File: src/rtl/mm_seq_top_if.sv
// Command, BRAM and FIOS-core signal bundle for the Montgomery multiply sequencer.
// The slave view belongs to the sequencer; the master view to whatever drives it.
interface mm_seq_top_if #(
  parameter int unsigned W  = 17,
  parameter int unsigned s  = 8,
  parameter int unsigned AW = 32
);
  logic            start_i;
  logic [1:0]      mode_i;
  logic [7:0]      rep_i;
  logic [W-1:0]    BRAM_dout_i;
  logic [W-1:0]    BRAM_din_o;
  logic            BRAM_we_o;
  logic            BRAM_en_o;
  logic [AW-1:0]   BRAM_addr_o;
  logic            core_start_o;
  logic            core_done_i;
  logic [W-1:0]    core_pp0_o;
  logic [s*W-1:0]  core_a_o;
  logic [W-1:0]    core_b_o;
  logic [W-1:0]    core_p_o;
  logic            core_b_fetch_i;
  logic            core_p_fetch_i;
  logic            core_res_push_i;
  logic [W-1:0]    core_res_i;
  logic            busy_o;
  logic            done_o;
  logic            err_o;

  modport slave (
    input  start_i, mode_i, rep_i, BRAM_dout_i, core_done_i,
           core_b_fetch_i, core_p_fetch_i, core_res_push_i, core_res_i,
    output BRAM_din_o, BRAM_we_o, BRAM_en_o, BRAM_addr_o, core_start_o,
           core_pp0_o, core_a_o, core_b_o, core_p_o, busy_o, done_o, err_o
  );

  modport master (
    output start_i, mode_i, rep_i, BRAM_dout_i, core_done_i,
           core_b_fetch_i, core_p_fetch_i, core_res_push_i, core_res_i,
    input  BRAM_din_o, BRAM_we_o, BRAM_en_o, BRAM_addr_o, core_start_o,
           core_pp0_o, core_a_o, core_b_o, core_p_o, busy_o, done_o, err_o
  );
endinterface

File: src/rtl/mm_seq_top.sv
// Operand sequencer around a FIOS Montgomery core: loads p', p, a, b from BRAM,
// runs the core rep times (chaining the result), and writes the result back.
module mm_seq_top #(
  parameter int unsigned W  = 17,
  parameter int unsigned s  = 8,
  parameter int unsigned AW = 32
) (
  input  logic        clock_i,
  input  logic        reset_i,
  mm_seq_top_if.slave bus
);

  localparam int unsigned SW = s * W;
  localparam int unsigned IW = $clog2(4 * s + 1);

  localparam logic [IW-1:0] A_A0 = IW'(s + 1);
  localparam logic [IW-1:0] A_B0 = IW'(2 * s + 1);
  localparam logic [IW-1:0] A_B1 = IW'(3 * s);
  localparam logic [IW-1:0] A_R0 = IW'(3 * s + 1);
  localparam logic [IW-1:0] A_R1 = IW'(4 * s);

  typedef enum logic [2:0] {
    S_IDLE, S_LOAD, S_RUN, S_WAIT, S_COPY, S_WB, S_DONE
  } state_t;

  state_t        r_state;
  logic [1:0]    r_mode;
  logic [7:0]    r_rep_left;
  logic [W-1:0]  r_pp0;
  logic [SW-1:0] r_p;
  logic [SW-1:0] r_a;
  logic [SW-1:0] r_b;
  logic [SW-1:0] r_res;
  logic [SW-1:0] r_shadow;
  logic [W-1:0]  r_dout;
  logic          r_ld_v;
  logic [IW-1:0] r_ld_addr;
  logic [IW-1:0] r_addr;
  logic          r_en;
  logic          r_we;
  logic [W-1:0]  r_din;
  logic          r_core_start;
  logic          r_busy;
  logic          r_done;
  logic          r_err;

  logic [SW-1:0] w_res_next;

  // Result register as it will be after this cycle's push, so a push that
  // coincides with core_done still reaches the write-back copy.
  always_comb begin
    w_res_next = r_res;
    if (bus.core_res_push_i) w_res_next = {bus.core_res_i, r_res[SW-1:W]};
  end

  always_ff @(posedge clock_i or posedge reset_i) begin
    if (reset_i) begin
      r_state      <= S_IDLE;
      r_mode       <= '0;
      r_rep_left   <= '0;
      r_pp0        <= '0;
      r_p          <= '0;
      r_a          <= '0;
      r_b          <= '0;
      r_res        <= '0;
      r_shadow     <= '0;
      r_dout       <= '0;
      r_ld_v       <= 1'b0;
      r_ld_addr    <= '0;
      r_addr       <= '0;
      r_en         <= 1'b0;
      r_we         <= 1'b0;
      r_din        <= '0;
      r_core_start <= 1'b0;
      r_busy       <= 1'b0;
      r_done       <= 1'b0;
      r_err        <= 1'b0;
    end else begin
      r_core_start <= 1'b0;
      r_done       <= 1'b0;

      // Read pipeline: data registered once, landed in its operand a cycle later.
      r_dout    <= bus.BRAM_dout_i;
      r_ld_v    <= r_en & ~r_we;
      r_ld_addr <= r_addr;
      if (r_ld_v) begin
        if (r_ld_addr == '0)       r_pp0 <= r_dout;
        else if (r_ld_addr < A_A0) r_p   <= {r_dout, r_p[SW-1:W]};
        else if (r_ld_addr < A_B0) r_a   <= {r_dout, r_a[SW-1:W]};
        else                       r_b   <= {r_dout, r_b[SW-1:W]};
      end

      case (r_state)
        S_IDLE: begin
          if (bus.start_i) begin
            r_mode     <= bus.mode_i;
            r_rep_left <= (bus.rep_i == 8'd0) ? 8'd1 : bus.rep_i;
            r_busy     <= 1'b1;
            r_err      <= 1'b0;
            case (bus.mode_i)
              2'd0: begin
                r_addr  <= '0;
                r_en    <= 1'b1;
                r_state <= S_LOAD;
              end
              2'd1: begin
                r_addr  <= A_B0;
                r_en    <= 1'b1;
                r_state <= S_LOAD;
              end
              2'd2: begin
                r_a          <= r_res;
                r_b          <= r_res;
                r_core_start <= 1'b1;
                r_state      <= S_RUN;
              end
              default: begin
                r_err   <= 1'b1;
                r_done  <= 1'b1;
                r_state <= S_DONE;
              end
            endcase
          end
        end

        S_LOAD: begin
          if (r_mode == 2'd1 && r_en && r_addr == A_B0) r_a <= r_res;
          if (r_en) begin
            if (r_addr == A_B1) r_en   <= 1'b0;
            else                r_addr <= r_addr + IW'(1);
          end else begin
            // Drain cycle: the final word lands at this edge.
            r_core_start <= 1'b1;
            r_state      <= S_RUN;
          end
        end

        S_RUN: r_state <= S_WAIT;

        S_WAIT: begin
          if (bus.core_b_fetch_i) r_b <= {r_b[W-1:0], r_b[SW-1:W]};
          if (bus.core_p_fetch_i) r_p <= {r_p[W-1:0], r_p[SW-1:W]};
          r_res <= w_res_next;
          if (bus.core_done_i) begin
            r_rep_left <= r_rep_left - 8'd1;
            if (r_rep_left <= 8'd1) begin
              r_en     <= 1'b1;
              r_we     <= 1'b1;
              r_addr   <= A_R0;
              r_din    <= w_res_next[W-1:0];
              r_shadow <= {W'(0), w_res_next[SW-1:W]};
              r_state  <= S_WB;
            end else begin
              r_state <= S_COPY;
            end
          end
        end

        S_COPY: begin
          r_a <= r_res;
          if (r_mode == 2'd2) r_b <= r_res;
          r_core_start <= 1'b1;
          r_state      <= S_RUN;
        end

        S_WB: begin
          if (r_addr == A_R1) begin
            r_en    <= 1'b0;
            r_we    <= 1'b0;
            r_done  <= 1'b1;
            r_state <= S_DONE;
          end else begin
            r_addr   <= r_addr + IW'(1);
            r_din    <= r_shadow[W-1:0];
            r_shadow <= {W'(0), r_shadow[SW-1:W]};
          end
        end

        S_DONE: begin
          r_busy  <= 1'b0;
          r_state <= S_IDLE;
        end

        default: r_state <= S_IDLE;
      endcase
    end
  end

  assign bus.BRAM_din_o   = r_din;
  assign bus.BRAM_we_o    = r_we;
  assign bus.BRAM_en_o    = r_en;
  assign bus.BRAM_addr_o  = AW'(r_addr);
  assign bus.core_start_o = r_core_start;
  assign bus.core_pp0_o   = r_pp0;
  assign bus.core_a_o     = r_a;
  assign bus.core_b_o     = r_b[W-1:0];
  assign bus.core_p_o     = r_p[W-1:0];
  assign bus.busy_o       = r_busy;
  assign bus.done_o       = r_done;
  assign bus.err_o        = r_err;

endmodule
File: src/flat_wrapper.sv
// flat-port wrapper written by rule: the top's interface ports become plain ports
module mm_seq_top_flat 
#(
  parameter int unsigned W  = 17,
  parameter int unsigned s  = 8,
  parameter int unsigned AW = 32
)
  (clock_i, reset_i, bus_start_i, bus_mode_i, bus_rep_i, bus_BRAM_dout_i, bus_core_done_i, bus_core_b_fetch_i, bus_core_p_fetch_i, bus_core_res_push_i, bus_core_res_i, bus_BRAM_din_o, bus_BRAM_we_o, bus_BRAM_en_o, bus_BRAM_addr_o, bus_core_start_o, bus_core_pp0_o, bus_core_a_o, bus_core_b_o, bus_core_p_o, bus_busy_o, bus_done_o, bus_err_o);
  mm_seq_top_if #(.W(W), .s(s), .AW(AW)) bus_i ();
  input  logic clock_i;
  input  logic reset_i;
  input wire logic [$bits(bus_i.start_i)-1:0] bus_start_i;
  input wire logic [$bits(bus_i.mode_i)-1:0] bus_mode_i;
  input wire logic [$bits(bus_i.rep_i)-1:0] bus_rep_i;
  input wire logic [$bits(bus_i.BRAM_dout_i)-1:0] bus_BRAM_dout_i;
  input wire logic [$bits(bus_i.core_done_i)-1:0] bus_core_done_i;
  input wire logic [$bits(bus_i.core_b_fetch_i)-1:0] bus_core_b_fetch_i;
  input wire logic [$bits(bus_i.core_p_fetch_i)-1:0] bus_core_p_fetch_i;
  input wire logic [$bits(bus_i.core_res_push_i)-1:0] bus_core_res_push_i;
  input wire logic [$bits(bus_i.core_res_i)-1:0] bus_core_res_i;
  output wire logic [$bits(bus_i.BRAM_din_o)-1:0] bus_BRAM_din_o;
  output wire logic [$bits(bus_i.BRAM_we_o)-1:0] bus_BRAM_we_o;
  output wire logic [$bits(bus_i.BRAM_en_o)-1:0] bus_BRAM_en_o;
  output wire logic [$bits(bus_i.BRAM_addr_o)-1:0] bus_BRAM_addr_o;
  output wire logic [$bits(bus_i.core_start_o)-1:0] bus_core_start_o;
  output wire logic [$bits(bus_i.core_pp0_o)-1:0] bus_core_pp0_o;
  output wire logic [$bits(bus_i.core_a_o)-1:0] bus_core_a_o;
  output wire logic [$bits(bus_i.core_b_o)-1:0] bus_core_b_o;
  output wire logic [$bits(bus_i.core_p_o)-1:0] bus_core_p_o;
  output wire logic [$bits(bus_i.busy_o)-1:0] bus_busy_o;
  output wire logic [$bits(bus_i.done_o)-1:0] bus_done_o;
  output wire logic [$bits(bus_i.err_o)-1:0] bus_err_o;
  assign bus_i.start_i = bus_start_i;
  assign bus_i.mode_i = bus_mode_i;
  assign bus_i.rep_i = bus_rep_i;
  assign bus_i.BRAM_dout_i = bus_BRAM_dout_i;
  assign bus_i.core_done_i = bus_core_done_i;
  assign bus_i.core_b_fetch_i = bus_core_b_fetch_i;
  assign bus_i.core_p_fetch_i = bus_core_p_fetch_i;
  assign bus_i.core_res_push_i = bus_core_res_push_i;
  assign bus_i.core_res_i = bus_core_res_i;
  assign bus_BRAM_din_o = bus_i.BRAM_din_o;
  assign bus_BRAM_we_o = bus_i.BRAM_we_o;
  assign bus_BRAM_en_o = bus_i.BRAM_en_o;
  assign bus_BRAM_addr_o = bus_i.BRAM_addr_o;
  assign bus_core_start_o = bus_i.core_start_o;
  assign bus_core_pp0_o = bus_i.core_pp0_o;
  assign bus_core_a_o = bus_i.core_a_o;
  assign bus_core_b_o = bus_i.core_b_o;
  assign bus_core_p_o = bus_i.core_p_o;
  assign bus_busy_o = bus_i.busy_o;
  assign bus_done_o = bus_i.done_o;
  assign bus_err_o = bus_i.err_o;
  mm_seq_top #(.W(W), .s(s), .AW(AW)) u_core (.clock_i(clock_i), .reset_i(reset_i), .bus(bus_i));
endmodule
File: config.mk
export PLATFORM = sky130hd
export DESIGN_NAME = mm_seq_top_flat
export DESIGN_NICKNAME = d
export VERILOG_FILES = /design/src/rtl/mm_seq_top_if.sv /design/src/rtl/mm_seq_top.sv /design/src/flat_wrapper.sv
export SDC_FILE = /design/constraint.sdc
export NUM_CORES = 2
export LEC_CHECK = 0
export ABC_AREA = 1
export CORE_MARGIN = 5
export CORE_UTILIZATION = 52
export DETAILED_ROUTE_END_ITERATION = 7
export PLACE_DENSITY = 0.71
export SYNTH_ARGS = -nofsm -noshare
export SYNTH_HDL_FRONTEND = slang
export SYNTH_SLANG_ARGS = --single-unit
File: constraint.sdc
create_clock -name clock_i -period 27.5 [get_ports clock_i]
set_clock_uncertainty 0.1 [all_clocks]
set_input_delay 2.75 -clock clock_i [delete_from_list [all_inputs] [get_ports clock_i]]
set_output_delay 2.75 -clock clock_i [all_outputs]
set_load 0.01 [all_outputs]
After elaboration in Yosys (flattened, before gate mapping)
Index checks and enable logic that the tools add are counted. Widths: inputs -> output; s select.

Logic and storage cells: 140. Register bits: 763. Input port bits: 51. Output and inout bits: 242.

Bitwise operators: 2. Reductions and logical operators: 21. Add/sub/neg operators: 2. Equal/unequal tests: 23. Order comparisons: 3. Muxes and demuxes: 69.

Operators by type and width (count): $mux 136 (24); $pmux 136 s3 (2); $pmux 136 s2 (1); $mux 17 (3); $mux 6 (6); $pmux 17 s2 (1); $mux 8 (3); $pmux 6 s4 (1); $pmux 3 s6 (1); $pmux 8 s2 (1); $mux 1 (15); $eq 6x5->1 const B (2); $mux 3 (4); $ne 2x2->1 const B (6); $pmux 6 s2 (1); $reduce_and 4->1 (3); $eq 3x3->1 const B (3); $le 8x1->1 const B (1); $logic_not 8->1 (1); $reduce_and 8->1 (1); $sub 8x1->8 const B (1); $add 6x1->6 const B (1); $eq 3x2->1 const B (2); $eq 6x6->1 const B (1); 24 further kinds (35).

Longest topological paths before layout
Depth in word-level cells: 8. Depth in mapped cells: 12. Mapped depth without buffers: 11.

Worst setup path after synthesis
No wires, ideal clock.

Kind: input to register. From: input bus_mode_i[1]. To: register u_core.r_b[0]. Path buffers: 2. Arrival time: 3.768 ns. Path slack: 23.511 ns. Stages on the path: 8. Required time: 27.279 ns. Library setup time: 0.121 ns. Path through: nand2_1 -> nor2_1 -> inv_1 -> clkbuf_1 -> clkbuf_1 -> o22ai_1 -> a21oi_1 -> nand2_1.

Longest elaborated chain between the ends: 4.

RTL lines: start: declaration (line flat_wrapper.sv:13) `input wire logic [$bits(bus_i.mode_i)-1:0] bus_mode_i;`; $eq 2x2->1 (line mm_seq_top.sv:100) `case (bus.mode_i)`; $mux 136 (line mm_seq_top.sv:100); $mux 136 (line mm_seq_top.sv:95) `if (bus.start_i) begin`; $pmux 136 s3 (line mm_seq_top.sv:93) `case (r_state)`; end signal: assignment (line mm_seq_top.sv:90) `else r_b <= {r_dout, r_b[SW-1:W]};`; end signal: assignment (line mm_seq_top.sv:113) `r_b <= r_res;`; end signal: assignment (line mm_seq_top.sv:141) `if (bus.core_b_fetch_i) r_b <= {r_b[W-1:0], r_b[SW-1:W]};`; end: declaration (line mm_seq_top.sv:32) `logic [SW-1:0] r_b;`.

No other way between the ends. A chain may end at the register's enable or synchronous reset.

Final worst setup path
From: input bus_start_i. To: register u_core.r_a[24] (netlist: u_core.bus.core_a_o[24]).

Longest elaborated chain between the ends: 2.

RTL lines: start: declaration (line flat_wrapper.sv:12) `input wire logic [$bits(bus_i.start_i)-1:0] bus_start_i;`; $mux 136 (line mm_seq_top.sv:95); $pmux 136 s3 (line mm_seq_top.sv:93); end signal: assignment (line mm_seq_top.sv:89) `else if (r_ld_addr < A_B0) r_a <= {r_dout, r_a[SW-1:W]};`; end signal: assignment (line mm_seq_top.sv:112) `r_a <= r_res;`; end signal: assignment (line mm_seq_top.sv:127) `if (r_mode == 2'd1 && r_en && r_addr == A_B0) r_a <= r_res;`; end: declaration (line mm_seq_top.sv:31) `logic [SW-1:0] r_a;`.

No other way between the ends.

==> impl_metrics.json <==
{
  "finalSetupViolations": 0,
  "die_area_um2": 80000,
  "rsz0062_at_grt": "false",
  "seq_area_frac_synth": 0.482,
  "min_path_type": "reg2reg",
  "yosysTopAreaCell": "dfrtp_1",
  "post-route-util": 0.588,
  "synthMuxAreaShare": 0.0351,
  "layout.nets": 5124,
  "synthSimpleGateAreaFrac": 0.277,
  "syn-instance-count": 5071,
  "hold_viol": 0,
  "drv_cap": 0,
  "drt_iter0_drc": 5135,
  "pin_count": 293,
  "synth_cell_type_count": 36,
  "power_per_cell_area_nw_per_um2": 121,
  "grt.met2_usage": 0.488,
  "crit_arrival_ns": 6.64,
  "rows": 100,
  "worstSetupPathType": "in2reg",
  "finalSetupTns_ns": 0,
  "area_growth_pct": 12.6,
  "initial_core_util": 0.522,
  "synthTopCellsByCount": "nand2_1 (1748), dfrtp_1 (746), inv_1 (474)",
  "netlist_area_um2": 38700,
  "dpl.hpwl_um": 87300,
  "drc": 0,
  "synth-async-reset-ratio": 1.00,
  "synth_top_family_by_area": "simple AND/OR/NAND/NOR gates",
  "place.gp.congestion": 0.904,
  "status": "completed",
  "clk_latency_ns": 0.64,
  "leakage_nw": 21.8,
  "fp.dieH_um": 283,
  "syn_avg_cell_area_um2": 7.64,
  "worstMarginPinSlew_ns": 1.26,
  "use_met3": 0.0807,
  "yosysMostFrequentCell": "nand2_1",
  "viasPerCell": 5.89,
  "slew_viol_final": 0,
  "grt_pass1_wl_um": 206000,
  "ys_ff_latch": 746,
  "fmax_ghz": 0.161,
  "grt_max_degree": 177,
  "endpoint_kind": "flop",
  "h-tree-depth": 3,
  "synthAdderAreaFrac": 0.00162,
  "clk_pin_slew_ns": 0.06,
  "grt-ovfl-total": 0,
  "portBuffers": 266,
  "cts-root-buf": "clkbuf_16",
  "numCtsBuffers": 81,
  "hold_slack_ns": 0.359,
  "antenna_found_initial": 5,
  "period_minus_slack_ns": 6.23,
  "period_share": 0.226,
  "ant_nets": 0,
  "ys.flop_type": "dfrtp_1",
  "dp_slack_ns": 20.56,
  "power_mw": 5.28,
  "met1_usage": 0.451,
  "wirelength_um": 134000,
  "grt_pass1_vias": 33500,
  "worst_slack_ns": 21.27,
  "path_max_fanout": 100,
  "cts_tree": "built",
  "grt_usage": 0.325,
  "worst_ep_required_time_ns": 27.91,
  "via_count": 35900,
  "hold_buffers": 0,
  "firstDrtPassIters": 6,
  "synth_top_area_frac": 0.482,
  "drive_above_1_share": 0.0422,
  "synth-compound-area-share": 0.103,
  "clk_path_buf_depth": 3,
  "synth_xor_xnor_area_share": 0.000678,
  "core-area_um2": 74200,
  "cts.sinks": 746,
  "yosysWarnings": 0,
  "relSlewSlack": 0.161,
  "vdd_drop_max_mv": 0.0817,
  "die_x_um": 283,
  "grt-busiest-layer": "met2",
  "synth_area_leaders": "dfrtp_1 (48%), nand2_1 (17%), nand3_1 (5.7%), o21ai_0 (5.6%), inv_1 (4.6%)",
  "cts.repair.resized": 0,
  "start_kind": "input port",
  "synth_edf_count": 0,
  "post-cts-setup-buffer-count": 0,
  "wl_per_cell_um": 22.1
}
[layout make-up]
cell class / count / area [um^2]
clock buffer: 118 / 2300
fill: 6659 / 30600
antenna: 2 / 5.00
inverter: 482 / 1830
timing repair buffer: 310 / 3020
multi-input combinational: 3447 / 16400
sequential: 746 / 18700
tap: 969 / 1210
clock inverter: 21 / 231
[cells in the final DEF, fill, tap and decap left out, types with 3 or more instances in the layout]
master / n
xor2_1: 3
o211ai_1: 20
nor2_4: 3
inv_2: 8
o21ai_1: 86
nor3_1: 5
dfrtp_1: 746
conb_1: 26
clkbuf_8: 11
clkbuf_1: 25
nand2_1: 1741
o22ai_1: 61
clkbuf_16: 82
clkdlybuf4s50_1: 265
buf_4: 42
or2_2: 17
nand3_4: 3
nand2_4: 7
nor2_1: 123
a21oi_1: 44
ha_1: 5
a22oi_1: 77
clkinv_2: 13
o21ai_0: 437
inv_1: 468
nand3_1: 439
clkinv_8: 3
nand2_2: 6
nor2_2: 3
bufinv_16: 3
mux2i_1: 136
nand4_1: 195
inv_6: 3
[state kept, by name (all words and copies together), names as in the netlist, 2 cells and up]
register / flops
u_core.bus.core_a_o: 136
u_core.r_b: 136
u_core.r_p: 136
u_core.r_res: 136
u_core.r_shadow: 119
u_core.bus.BRAM_din_o: 17
u_core.bus.core_pp0_o: 17
u_core.r_dout: 17
u_core.r_rep_left: 8
u_core.r_addr: 6
u_core.r_ld_addr: 6
u_core.r_state: 3
u_core.r_mode: 2
[final timing paths]
path,from,endpoint,slack (ns),depth (start not counted)
worst max-delay path,bus_start_i,u_core.bus.core_a_o[24]$_DFF_PP0_,21.27,10
worst min-delay path,u_core.r_p[91]$_DFF_PP0_,u_core.r_p[74]$_DFF_PP0_,0.36,2
worst max register to register,u_core.r_state[0]$_DFFE_PP0P_,u_core.bus.core_a_o[24]$_DFF_PP0_,23.33,9
worst min register to register,u_core.r_p[91]$_DFF_PP0_,u_core.r_p[74]$_DFF_PP0_,0.36,2
max in group asynchronous,reset_i,u_core.r_res[22]$_DFFE_PP0P_,21.33,5
min in group asynchronous,reset_i,u_core.r_rep_left[6]$_DFFE_PP0P_,2.64,2
[power by group]
| group | internal, mW | switching (mW) |
|---|---|---|
| sequential | 1.54 | 0.464 |
| combinational | 0.768 | 1.44 |
| clock | 0.608 | 0.461 |
[cells by family after synthesis]
group / Yosys count
flops: 746
compound gates: 730
other cells: 1
mux: 136
xor+xnor: 3
buf+inv: 903
simple gates: 2547
fa+ha+maj: 5
[worst max-delay path: stages]
cell and delay [ns]:
clkdlybuf4s50_1 0.51, nand2_1 0.06, nor2_1 0.26, o21ai_0 0.23
nand2_4 0.56, buf_4 0.89, buf_4 0.94, nand2_1 0.13
nand3_1 0.13, nand2_1 0.06
[stage by stage]
stage,instances,instance area (um^2)
finish,6095,43600
detailed placement,5954,41100
CTS,6093,43600
floorplan,5096,38800
global placement,5954,41100
global route,6093,43600
[layer usage]
layer / vias up / part of all wire / routed length (um)
li1: 16400 / - / -
met2: 1972 / 0.44 / 59000
met5: - / 0.00016 / 21
met3: 362 / 0.11 / 15400
met1: 17200 / 0.40 / 53300
met4: 4 / 0.050 / 6790
No activity file was read; power rests on OpenSTA's default activity.
